<file path="src/rtl/jtframe_dump_trigger.sv">
// rtl/jtframe_dump_trigger.sv - frame counter and windowed dump-enable from VS.
// Define JTFRAME_DUMP_LOADROM_EN to hold counting until ROM download completes.
module jtframe_dump_trigger #(
  parameter int unsigned START_FRAME    = 0,
  parameter int unsigned DUMP_LEN       = 0,
  parameter bit          VS_ACTIVE_HIGH = 1'b1
) (
  input  logic        clk,
  input  logic        rst_n,
  input  logic        vs,
  input  logic        downloading,
  output logic [31:0] frame_cnt,
  output logic        frame_pulse,
  output logic        dump_en,
  output logic        dump_start,
  output logic        dump_stop,
  output logic [31:0] dump_frames
);

  localparam logic        ACT      = VS_ACTIVE_HIGH;
  localparam logic [31:0] START    = START_FRAME;
  localparam logic [31:0] LEN_LAST = DUMP_LEN - 1;
  localparam bit          LIMITED  = (DUMP_LEN != 0);

  typedef enum logic [1:0] {WAIT_DL, COUNT, DUMP, DONE} state_t;

  state_t state;
  logic   vs_last;
  logic   boundary;

  assign boundary = (vs_last == ACT) && (vs != ACT);

`ifdef JTFRAME_DUMP_LOADROM_EN
  logic dl_last;
  logic dl_rise;
  logic dl_fall;

  assign dl_rise = !dl_last && downloading;
  assign dl_fall = dl_last && !downloading;
`else
  logic unused_downloading;

  assign unused_downloading = downloading;
`endif

  always_ff @(posedge clk) begin
    if (!rst_n) begin
      vs_last     <= ~ACT;
      frame_pulse <= 1'b0;
      frame_cnt   <= '0;
      dump_frames <= '0;
      dump_en     <= 1'b0;
      dump_start  <= 1'b0;
      dump_stop   <= 1'b0;
`ifdef JTFRAME_DUMP_LOADROM_EN
      dl_last     <= 1'b0;
      state       <= WAIT_DL;
`else
      state       <= COUNT;
`endif
    end else begin
      vs_last     <= vs;
      frame_pulse <= boundary;
      dump_start  <= 1'b0;
      dump_stop   <= 1'b0;
`ifdef JTFRAME_DUMP_LOADROM_EN
      dl_last     <= downloading;
      // A new download abandons any window silently; no stop strobe.
      if (dl_rise) begin
        state       <= WAIT_DL;
        frame_cnt   <= '0;
        dump_frames <= '0;
        dump_en     <= 1'b0;
      end else
`endif
      begin
        case (state)
          WAIT_DL: begin
            frame_cnt <= '0;
            dump_en   <= 1'b0;
`ifdef JTFRAME_DUMP_LOADROM_EN
            if (dl_fall) state <= COUNT;
`endif
          end
          COUNT: begin
            if (frame_pulse) begin
              frame_cnt <= frame_cnt + 32'd1;
              if (frame_cnt == START) begin
                state       <= DUMP;
                dump_en     <= 1'b1;
                dump_start  <= 1'b1;
                dump_frames <= '0;
              end
            end
          end
          DUMP: begin
            if (frame_pulse) begin
              frame_cnt <= frame_cnt + 32'd1;
              if (dump_frames != '1) dump_frames <= dump_frames + 32'd1;
              if (LIMITED && dump_frames == LEN_LAST) begin
                state     <= DONE;
                dump_en   <= 1'b0;
                dump_stop <= 1'b1;
              end
            end
          end
          DONE: begin
            if (frame_pulse) frame_cnt <= frame_cnt + 32'd1;
          end
          default: state <= COUNT;
        endcase
      end
    end
  end

endmodule

</file>
<file path="config.mk">
export PLATFORM = sky130hd
export DESIGN_NAME = jtframe_dump_trigger
export DESIGN_NICKNAME = d
export VERILOG_FILES = /design/src/rtl/jtframe_dump_trigger.sv
export SDC_FILE = /design/constraint.sdc
export NUM_CORES = 1
export LEC_CHECK = 0
export CAP_MARGIN = 20
export CORE_AREA = 2 2 95 115
export DETAILED_ROUTE_END_ITERATION = 12
export DIE_AREA = 0 0 97 117
export HOLD_SLACK_MARGIN = 0.06
export PLACE_DENSITY_LB_ADDON = 0.05
export SYNTH_ARGS = -nofsm -noshare
export SYNTH_HDL_FRONTEND = slang
export SYNTH_SLANG_ARGS = --single-unit
</file>
<file path="constraint.sdc">
create_clock -name clk -period 4.3 [get_ports clk]
set_clock_uncertainty 0.1 [all_clocks]
set_input_delay 1.075 -clock clk [delete_from_list [all_inputs] [get_ports clk]]
set_output_delay 1.075 -clock clk [all_outputs]
set_load 0.005 [all_outputs]
</file>
* Yosys cells after proc, flatten, opt, wreduce, memory -nomap -nowiden
Index checks and enable logic that the tools add are counted.
Storage, ports and cells: flip-flop bits (word level) 70, output and inout bits 68, logic and storage cells 40
Cells by class: add/sub/neg operators 2, equal/unequal tests 9, mux-type cells 11, bitwise logic cells 1, reductions and logical operators 10
Operators with widths (number):
- 2-to-1 mux 32 bit | 5
- one-hot mux 32 bit (2 select lines) | 2
- adder 32 x 1 -> 32 bit, second input constant | 2
- logical NOT 32 bit | 1
- inequality test 32 bit, second input constant | 1
- AND reduction 3 bit | 3
- inequality test 2 bit, second input constant | 4
- AND reduction 5 bit | 1
- equality test 2 bit, second input constant | 2
- nonzero test 2 bit | 2
- 2-to-1 mux 1 bit | 3
- OR reduction 3 bit | 1
- equality test 2 x 1 -> 1 bit, second input constant | 1
- logical NOT 2 bit | 1
- inequality test 2 x 1 -> 1 bit, second input constant | 1
- one-hot mux 1 bit (2 select lines) | 1
- logical AND 1 bit | 1
- NOT 1 bit | 1

* Depth between registers and ports, before layout
depth in word-level cells 4, depth in mapped cells 9, mapped depth without buffers 8

* Worst setup path after synthesis
Ideal clock, no wire load.
path type flip-flop to flip-flop, start point register dump_frames[17], end point register dump_frames[22], setup time 0.132 ns, arrival 2.333 ns, setup slack 1.736 ns, cell stages (with the launch flop) 9, buffers on the path 2, clock period less this slack 2.564 ns, cells stage by stage dfxtp_1 > nand4_2 > or4_4 > or4_4 > buf_6 > and2_2 > clkbuf_1 > a31oi_1 > nor3_1
On the way: cells in the longest elaborated chain, start to end 4, elaborated cells between the ends (all ways) 7, those cells by class 1 x add/sub; 2 x eq/ne; 3 x mux; 1 x reduce/logical
Ends and longest elaborated chain:
- from (decl) | line 17 | output logic [31:0] dump_frames
- from (signal assigned) | line 99 | if (dump_frames != '1) dump_frames <= dump_frames + 32'd1;
- adder 32 x 1 -> 32 bit | line 99
- 2-to-1 mux 32 bit | line 99
- 2-to-1 mux 32 bit | line 97 | if (frame_pulse) begin
- one-hot mux 32 bit (2 select lines) | line 77 | case (state)
Several ways; a longest one is shown, not always the timed one. The select of a mux whose other input is x is not followed. A chain may end at the register's enable or synchronous reset.

* Worst setup path in the final report
start point register dump_frames[12], end point register dump_frames[31]
Same word-level chain as after synthesis.

==> reports/results.txt <==
The core utilization of the finished layout was 43.94%. For this run, design rule violations remaining after detail routing come to 0. The final total negative setup slack is 0 ns.

Once layout is complete, the cells apart from fillers number 615. Combinational logic is responsible for 2.2% of the overall power. The run gives 419 as the post-synthesis instance total. The H-tree was split into 3 levels. Across the VDD grid, the largest voltage drop is 0.1993 mV.

The run gives 47.2% as the fraction of power consumed by sequential logic. Post-CTS timing repair inserted 0 buffers for setup. The region available for standard cell placement spans 10310 sq um. At the end of routability-driven placement, the weighted congestion stood at 0.7979. Ranked by instance count, the synthesized netlist is headed by sky130_fd_sc_hd__dfxtp_1, sky130_fd_sc_hd__nor2_1, sky130_fd_sc_hd__nand2_1, sky130_fd_sc_hd__o21ai_0, sky130_fd_sc_hd__nand3_1. The tools report the number of antenna cells inserted as 0.

Delay of the slowest critical-path stage: 0.75 ns. Compared with the post-synthesis result, the final layout area differs by 29.32%. Clock latency on the worst-skew pair, taken at its later pin, is 0.33 ns.

Summed over all nets, the half-perimeter wirelength after detailed placement is 6.665 mm. The first global-routing pass estimated 15.30 mm of wire. The quantity of I/O buffers inserted on ports works out to 69.

Across all layers, the routed design uses 3279 vias. The logs give 4 for the number of optimization iterations in the first detailed-route pass and 1.091 ns for the worst-case setup slack after placement. The cell leakage power was 1.498 nW; the design internal power was 1.093 mW. Once placement finished, the instance area stood at 4255 sq um. Summed over its instances, the top area cell type makes up 40.00% of the synthesized netlist area. For the fraction of power consumed by the clock network, the log shows 50.5%. For this run, the number of Yosys warnings is 0. Total number of clock tree sinks: 70. The flow ran to the end, and the final reports show no timing, DRC or antenna violations.

The logs give 0 for the overflow left after global routing and 490 for the layout net count. Synthesis instantiated 55 different standard cells from the library. For this design the ratio of total power to cell area is 305.7 nW/um^2. Setup violations remaining at the end of the flow were counted as 0.

The most numerous cell type found on the critical path is sky130_fd_sc_hd__or4_4. For this design the top-level I/O count stands at 72. The total design power is 1.385 mW, and the clock transition at the registers of the reported paths is 0.05 ns.

The final hold violation count was 0; the number of buffers added by the clock tree synthesis step was 9. For the final max-slew violation count, the log shows 0. The tools report the area of the die as 11350 sq um. Yosys instantiated no cell more often than sky130_fd_sc_hd__dfxtp_1. In the post-synthesis netlist, the biggest area contributors are sky130_fd_sc_hd__dfxtp_1, sky130_fd_sc_hd__nor2_1, sky130_fd_sc_hd__o21ai_0. The tool flagged a number of max-cap violations equal to 0. On the final layout, the worst hold slack is 0.3221 ns. Post-CTS repair changed the size of 0 cells.

The number of buffers and inverters on the critical path is 0. For this block, the routed nets add up to 9.301 mm of wire. Across all setup checks in the final design, the least slack found is 1.097 ns.

Total of flip-flops plus latches after synthesis: 70. The tools report the initial antenna violation count as 0. Walking the worst path, the cells encountered are nand4_1 -> or4_4 -> or4_4 -> a211oi_4 -> o21bai_4 -> o2bb2ai_2. TritonCTS built the clock tree. The mean instance size in the synthesized netlist is 8.361 sq um. Most used flip-flop cell after synthesis: sky130_fd_sc_hd__dfxtp_1. STA classifies the critical path startpoint as a flop. Once the floorplan was initialized, standard cells occupied 33.98% of the core.

After floorplanning, the core was divided into 41 placement rows. At the worst endpoint, the required time is 4.46 ns. The number of nets handed over by synthesis was 426. The worst hold-check path type was reg -> reg.

Setup repair after global routing left no endpoint under its margin. Arrival time at the worst endpoint: 3.37 ns. The top cell type by total area after synthesis is sky130_fd_sc_hd__dfxtp_1. For the worst slew margin relative to its limit, the log shows 40.30%.

Dividing the detail-routed via count by the number of cells gives 5.332. For the pin with the worst max-slew slack, the measured transition is 0.8886 ns. The final cycle utilization of the critical path is 74.48%. The post-layout minimum cycle time was 3.203 ns; the horizontal extent of the die was 97 um. The vertical die dimension came out at 117 um. STA classifies the critical path endpoint as a flop. The achievable frequency is 312.2 MHz, and the number of flops mapped to enable cells by yosys is 0. The routed length per instance is 15.12 um. The via count of the first global-routing pass is 3053, and the post-cts hold buffer count is 0.

On the critical path, the stage with the largest delay is an instance of sky130_fd_sc_hd__a211oi_4. Entering global routing, the biggest net connects 34 pins. The number of buffers between clock root and the deepest sink came out at 2. Global routing consumed, over all layers together, 16.73% of the routing resources. The maximum fanout count along the critical path is 20.

Summed over all nets, the switching power comes to 292.4 uW. The share of final-layout standard cells stronger than drive strength 1 was 7.407%; the share of synthesized registers carrying an async set or reset was 0%. After synthesis, flip-flops and latches occupy 40.00% of the total area. The count of nets left with antenna violations once routing finished came out at 0. The number of placed instances, taps included, is 601.

The tools report the netlist area before placement as 3503 sq um. The clock tree root driver cell was sky130_fd_sc_hd__clkbuf_16. The final design instance area without fill came out at 4531 sq um.

The cell class contributing the biggest share of worst-path delay was simple AND/OR/NAND/NOR gates. After the first detailed-routing iteration, the DRC count stood at 98. Worst setup path category: reg -> reg.

In this run switching power makes up 21.11% of total power.
==> cell families (layout without fill, tap and decap cells) <==
group | after synthesis | in the layout | share of synthesized area (%)
adders and majority gates | 3 | 3 | 1.072
other | 1 | 1 | 0.1070
AOI/OAI and AO/OA | 92 | 92 | 17.29
DFF | 70 | 70 | 40.00
muxes | 2 | 2 | 0.5715
xor gates and xnor gates | 25 | 25 | 6.250
buffers and inverters | 29 | 96 | 4.678
and+or+nand+nor | 197 | 197 | 30.04
==> cells in the final DEF, fill, tap and decap left out, types with 5 or more instances in the layout <==
master                            count
sky130_fd_sc_hd__and4_1               6
sky130_fd_sc_hd__o21ai_0             33
sky130_fd_sc_hd__and3_1               7
sky130_fd_sc_hd__nand3_1             25
sky130_fd_sc_hd__dfxtp_1             70
sky130_fd_sc_hd__nand4_1             18
sky130_fd_sc_hd__nor3_1               7
sky130_fd_sc_hd__o41ai_1              6
sky130_fd_sc_hd__and2_1               5
sky130_fd_sc_hd__xnor2_1              7
sky130_fd_sc_hd__a31oi_1              6
sky130_fd_sc_hd__a21oi_1             19
sky130_fd_sc_hd__inv_1               10
sky130_fd_sc_hd__o31ai_1             11
sky130_fd_sc_hd__nand2_1             33
sky130_fd_sc_hd__nor4_1               8
sky130_fd_sc_hd__nor2_1              53
sky130_fd_sc_hd__xor2_1              18
sky130_fd_sc_hd__clkdlybuf4s50_1     69
sky130_fd_sc_hd__clkbuf_16            9
sky130_fd_sc_hd__or3_1               10
==> worst reg2reg max path: stages (launching register included) <==
cell and delay (ns):
sky130_fd_sc_hd__dfxtp_1 0.50, sky130_fd_sc_hd__nand4_1 0.22, sky130_fd_sc_hd__or4_4 0.55, sky130_fd_sc_hd__or4_4 0.64, sky130_fd_sc_hd__a211oi_4 0.75, sky130_fd_sc_hd__o21bai_4 0.26, sky130_fd_sc_hd__o2bb2ai_2 0.10
==> per-layer routing <==
layer  track usage, %  vias up  wire length, um
met5                0        -                0
met4            9.765        0              262
met3            2.553       16              294
met2            28.33       71             4544
met1            20.45     1524             4199
li1                 -     1668                -
==> worst paths after layout <==
check / end / cells past startpoint / slack [ns] / from
worst max-delay path: dump_frames[31] / 6 / 1.10 / dump_frames[12]
worst min-delay path: frame_pulse / 2 / 0.32 / vs_last
worst max register to register: dump_frames[31] / 6 / 1.10 / dump_frames[12]
worst min register to register: frame_pulse / 2 / 0.32 / vs_last
==> power groups by stage <==
| stage | registers [mW] | clock network [mW] | logic (mW) |
|---|---|---|---|
| CTS | 0.654 | 0.720 | 0.0322 |
| global placement | 0.668 | 0 | 0.0320 |
| detailed placement | 0.668 | 0 | 0.0320 |
| floorplan | 0.667 | 0 | 0.0234 |
| global route | 0.654 | 0.754 | 0.0342 |
| finish | 0.654 | 0.700 | 0.0311 |
==> sequential cells by signal, summed over array words and instances, names as in the netlist <==
| signal | count |
|---|---|
| dump_frames | 32 |
| frame_cnt | 32 |
| state | 2 |
| dump_en | 1 |
| dump_start | 1 |
| frame_pulse | 1 |
| vs_last | 1 |
==> layout make-up <==
cell class,instances,area [sq um]
multi-input combinational,320,1942
fill,1034,5781
sequential,70,1401
clock buffer,13,270.3
clock inverter,1,5.005
inverter,10,37.54
timing repair buffer,72,713.2
tap,129,161.4
No activity file was read; power rests on OpenSTA's default activity.
==> patch 1: new RTL, config.mk and constraints unchanged <==
Set the parameter `VS_ACTIVE_HIGH` to 1'b0 (it was 1'b1).
--- a/src/rtl/jtframe_dump_trigger.sv
+++ b/src/rtl/jtframe_dump_trigger.sv
@@ -5,3 +5,3 @@
   parameter int unsigned DUMP_LEN       = 0,
-  parameter bit          VS_ACTIVE_HIGH = 1'b1
+  parameter bit          VS_ACTIVE_HIGH = 1'b0
 ) (
Behaviour: not the same (Yosys sat finds a counterexample within 4 cycles, from zero or initial values and one cycle with rst_n low).
==> patch 1 against the original RTL <==
Synthesized area is 2.9% lower. Worst setup slack better by 380 ps. Sequential cell count stayed put. Wire length is 4.2% higher. Power is 15% higher. Cell area is 0.14% higher. Critical path depth is 1 higher.
==> patch 1: results <==
{
  "routed_wl_mm": 9.690,
  "run_status": "completed",
  "drive_above_1_share": 0.06405,
  "viasPerCell": 5.300,
  "synth_cell_types": 50,
  "grt_pass1_vias": 3137,
  "use_met3": 0.02494,
  "reg2reg_slack_ps": 1480,
  "grt_usage": 0.1726,
  "met2_length_mm": 4.890,
  "arrival_ps": 2950,
  "dpl_cell_area_sq_mm": 0.004179,
  "use_met1": 0.1896,
  "grtUsageMet2": 0.3264,
  "place.gp.congestion": 0.7896,
  "nets": 486,
  "drt_first_iter_violations": 74,
  "r2r_cells": 7,
  "grt_pass1_wl_mm": 15.61,
  "internal_power_uw": 1264,
  "route.met3.wl_microns": 340,
  "vdd_ir_drop_max_mv": 0.1894,
  "yosysSeqAreaShare": 0.4119,
  "met1_length_mm": 4.143,
  "synth_area_leaders": "dfxtp_1 (41%), nor2_1 (7.5%), xnor2_1 (4.4%)",
  "endpoint": "dump_frames[29]$_SDFFE_PN0P_",
  "cp_max_fo": 17
}
patch 1: worst min-delay path by stage:
| stage | slack, ps | end | cells after the start | start |
|---|---|---|---|---|
| 2_1_floorplan | 270 | frame_pulse$_SDFF_PN0_ | 1 | vs_last$_SDFF_PN1_ |
| 3_3_place_gp | 270 | frame_pulse$_SDFF_PN0_ | 1 | vs_last$_SDFF_PN1_ |
| 3_5_place_dp | 280 | frame_pulse$_SDFF_PN0_ | 1 | vs_last$_SDFF_PN1_ |
| 4_1_cts | 290 | frame_pulse$_SDFF_PN0_ | 1 | vs_last$_SDFF_PN1_ |
| 5_1_grt | 310 | frame_pulse$_SDFF_PN0_ | 1 | vs_last$_SDFF_PN1_ |
| 6_report | 290 | frame_pulse$_SDFF_PN0_ | 1 | vs_last$_SDFF_PN1_ |
patch 1: stage by stage:
stage | std cells | setup slack (ps)
after floorplan | 414 | 1677
after global placement | 597 | 1270
after detailed placement | 597 | 1238
after CTS | 613 | 1461
after global routing | 613 | 1342
final | 613 | 1480
patch 1: worst max-delay path, cell delays in order, from the launching register on:
cell     delay (ps)
dfxtp_1         430
ha_1            240
nand3_2         150
or4_4           580
or4_4           490
a21o_4          330
and3_1          210
o22a_1          170
patch 1: logic make-up (layout without fill, tap and decap cells):
logic type,after synthesis,count (layout),synth area share
fa+ha+maj,3,3,0.01103
compound gates,71,71,0.1357
mux,2,2,0.005885
xor+xnor,30,30,0.07723
simple gates,211,211,0.3174
flops,70,70,0.4119
buf+inv,26,96,0.03972
other cells,1,1,0.001102
patch 1: cell type report:
type	count	area [sq um]
repair buffers	73	720.7
clock buffers	11	252.7
inverters	7	26.28
flip-flops and latches	70	1401
multi-input cells	318	1869
fillers	1070	5774
well taps	129	161.4
clock inverters	5	105.1
==> patch 2: new RTL, same settings <==
Without the edit above. Re-encode `state_t` (4 states) as one-hot, 4 bits wide.
--- a/src/rtl/jtframe_dump_trigger.sv
+++ b/src/rtl/jtframe_dump_trigger.sv
@@ -24,3 +24,3 @@
 
-  typedef enum logic [1:0] {WAIT_DL, COUNT, DUMP, DONE} state_t;
+  typedef enum logic [3:0] {WAIT_DL = 4'b0001, COUNT = 4'b0010, DUMP = 4'b0100, DONE = 4'b1000} state_t;
 
Function: no difference found for any inputs over 10 cycles, from zero or initial values and one cycle with rst_n low; not proved beyond that.
==> patch 2 against the original RTL <==
Worst setup slack improved by 39 ps. Power increased by 2.5%. Utilization increased by 0.55 points. Synthesized area increased by 0.50%. Maximum frequency increased by 1.2%. Sequential cell count unchanged. Non-clock buffer count increased by 1. Cell area increased by 1.2%. Wire length increased by 7.1%.
==> patch 2: results <==
{
  "sh_seq_area": 0.3055,
  "drt_first_iter_violations": 119,
  "fillers": 1069,
  "synth_cell_types": 52,
  "grt_pass1_vias": 3441,
  "grtUsageMet2": 0.3194,
  "synthTopCellsByCount": "dfxtp_1 (70), nor2_1 (47), nand2_1 (38)",
  "bufAreaShareNonClock": 0.1571,
  "route.met3.wl_microns": 414,
  "netlist_instances": 430,
  "clock_buffers": 11,
  "worst_slew_pin_slew_ps": 919.8,
  "inverters": 11,
  "synth_area_leaders": "dfxtp_1 (40%), nor2_1 (5.0%), nand3_1 (4.8%)",
  "vdd_ir_drop_max_mv": 0.1669,
  "cts_max_level": 3,
  "use_met1": 0.2180,
  "postCtsSetupBuffers": 0,
  "cts_buffers": 9,
  "grt_usage": 0.1856,
  "clk_share": 0.06165,
  "met1_length_mm": 4.473,
  "cp_slowest_stage_delay_ps": 810,
  "run_status": "completed",
  "dp_cells": 612,
  "syn_nets": 439,
  "multi_input_area_sq_mm": 0.001979,
  "grt_max_degree": 41,
  "cp_max_fo": 17,
  "n_all_buffers": 73,
  "use_met3": 0.05048,
  "worst_path_max_delay_cell": "or4b_1",
  "p_sw_uw": 312.5,
  "wl_per_cell_microns": 15.87,
  "hpwl_mm": 6.939,
  "grt_pass1_wl_mm": 16.82,
  "place.gp.congestion": 0.8312,
  "drive_above_1_share": 0.07014,
  "met2_length_mm": 4.785,
  "multi_input_cells": 329,
  "nets": 503,
  "fin_cells": 628,
  "viasPerCell": 5.436,
  "p_leak_uw": 0.001510,
  "yosysSeqAreaShare": 0.3980
}
## patch 2: cell types whose count changed in the layout (fill, tap and decap cells not counted), sizes merged, moves of 6 or more
cell / before / now
o21ai: 35 / 12
nand3: 25 / 34
o31ai: 11 / 2
a21oi: 20 / 27
a31oi: 6 / 13
nor2: 53 / 47
## patch 2: power by group through the flow
stage          Clock [uW]  Sequential (uW)  Combinational [uW]
6_report              727              653                39.4
5_1_grt               785              653                43.9
4_1_cts               749              653                40.1
3_5_place_dp            0              667                39.8
3_3_place_gp            0              667                39.8
2_1_floorplan           0              667                26.7
## patch 2: logic make-up (layout without fill, tap and decap cells)
family          count (synthesis)  after routing  synth area share
simple gates                  217            217            0.3262
xor+xnor                       26             26           0.06468
fa+ha+maj                       5              5           0.01777
flops                          70             70            0.3980
other cells                     1              1          0.001065
mux                             2              2          0.005686
compound gates                 78             78            0.1468
buf+inv                        31            100           0.03980
## patch 2: through the flow
stage	power, uW	cell area, sq um	worst slack, ps	hold slack, ps
4_1_cts	1443	4587	1117	336.4
5_1_grt	1482	4587	879.7	342.1
6_report	1420	4587	1137	327.9
3_3_place_gp	707.1	4304	1206	312.2
3_5_place_dp	707.2	4304	1144	329.1
2_1_floorplan	693.6	3521	1792	304.5
## patch 2: path summary, 6_finish.rpt
check / cells after the start / slack (ps) / to / start
max: 8 / 1140 / dump_frames[16]$_SDFFE_PN0P_ / frame_cnt[0]$_SDFFE_PN0P_
min: 2 / 330 / frame_pulse$_SDFF_PN0_ / vs_last$_SDFF_PN0_
max reg2reg: 8 / 1140 / dump_frames[16]$_SDFFE_PN0P_ / frame_cnt[0]$_SDFFE_PN0P_
min reg2reg: 2 / 330 / frame_pulse$_SDFF_PN0_ / vs_last$_SDFF_PN0_
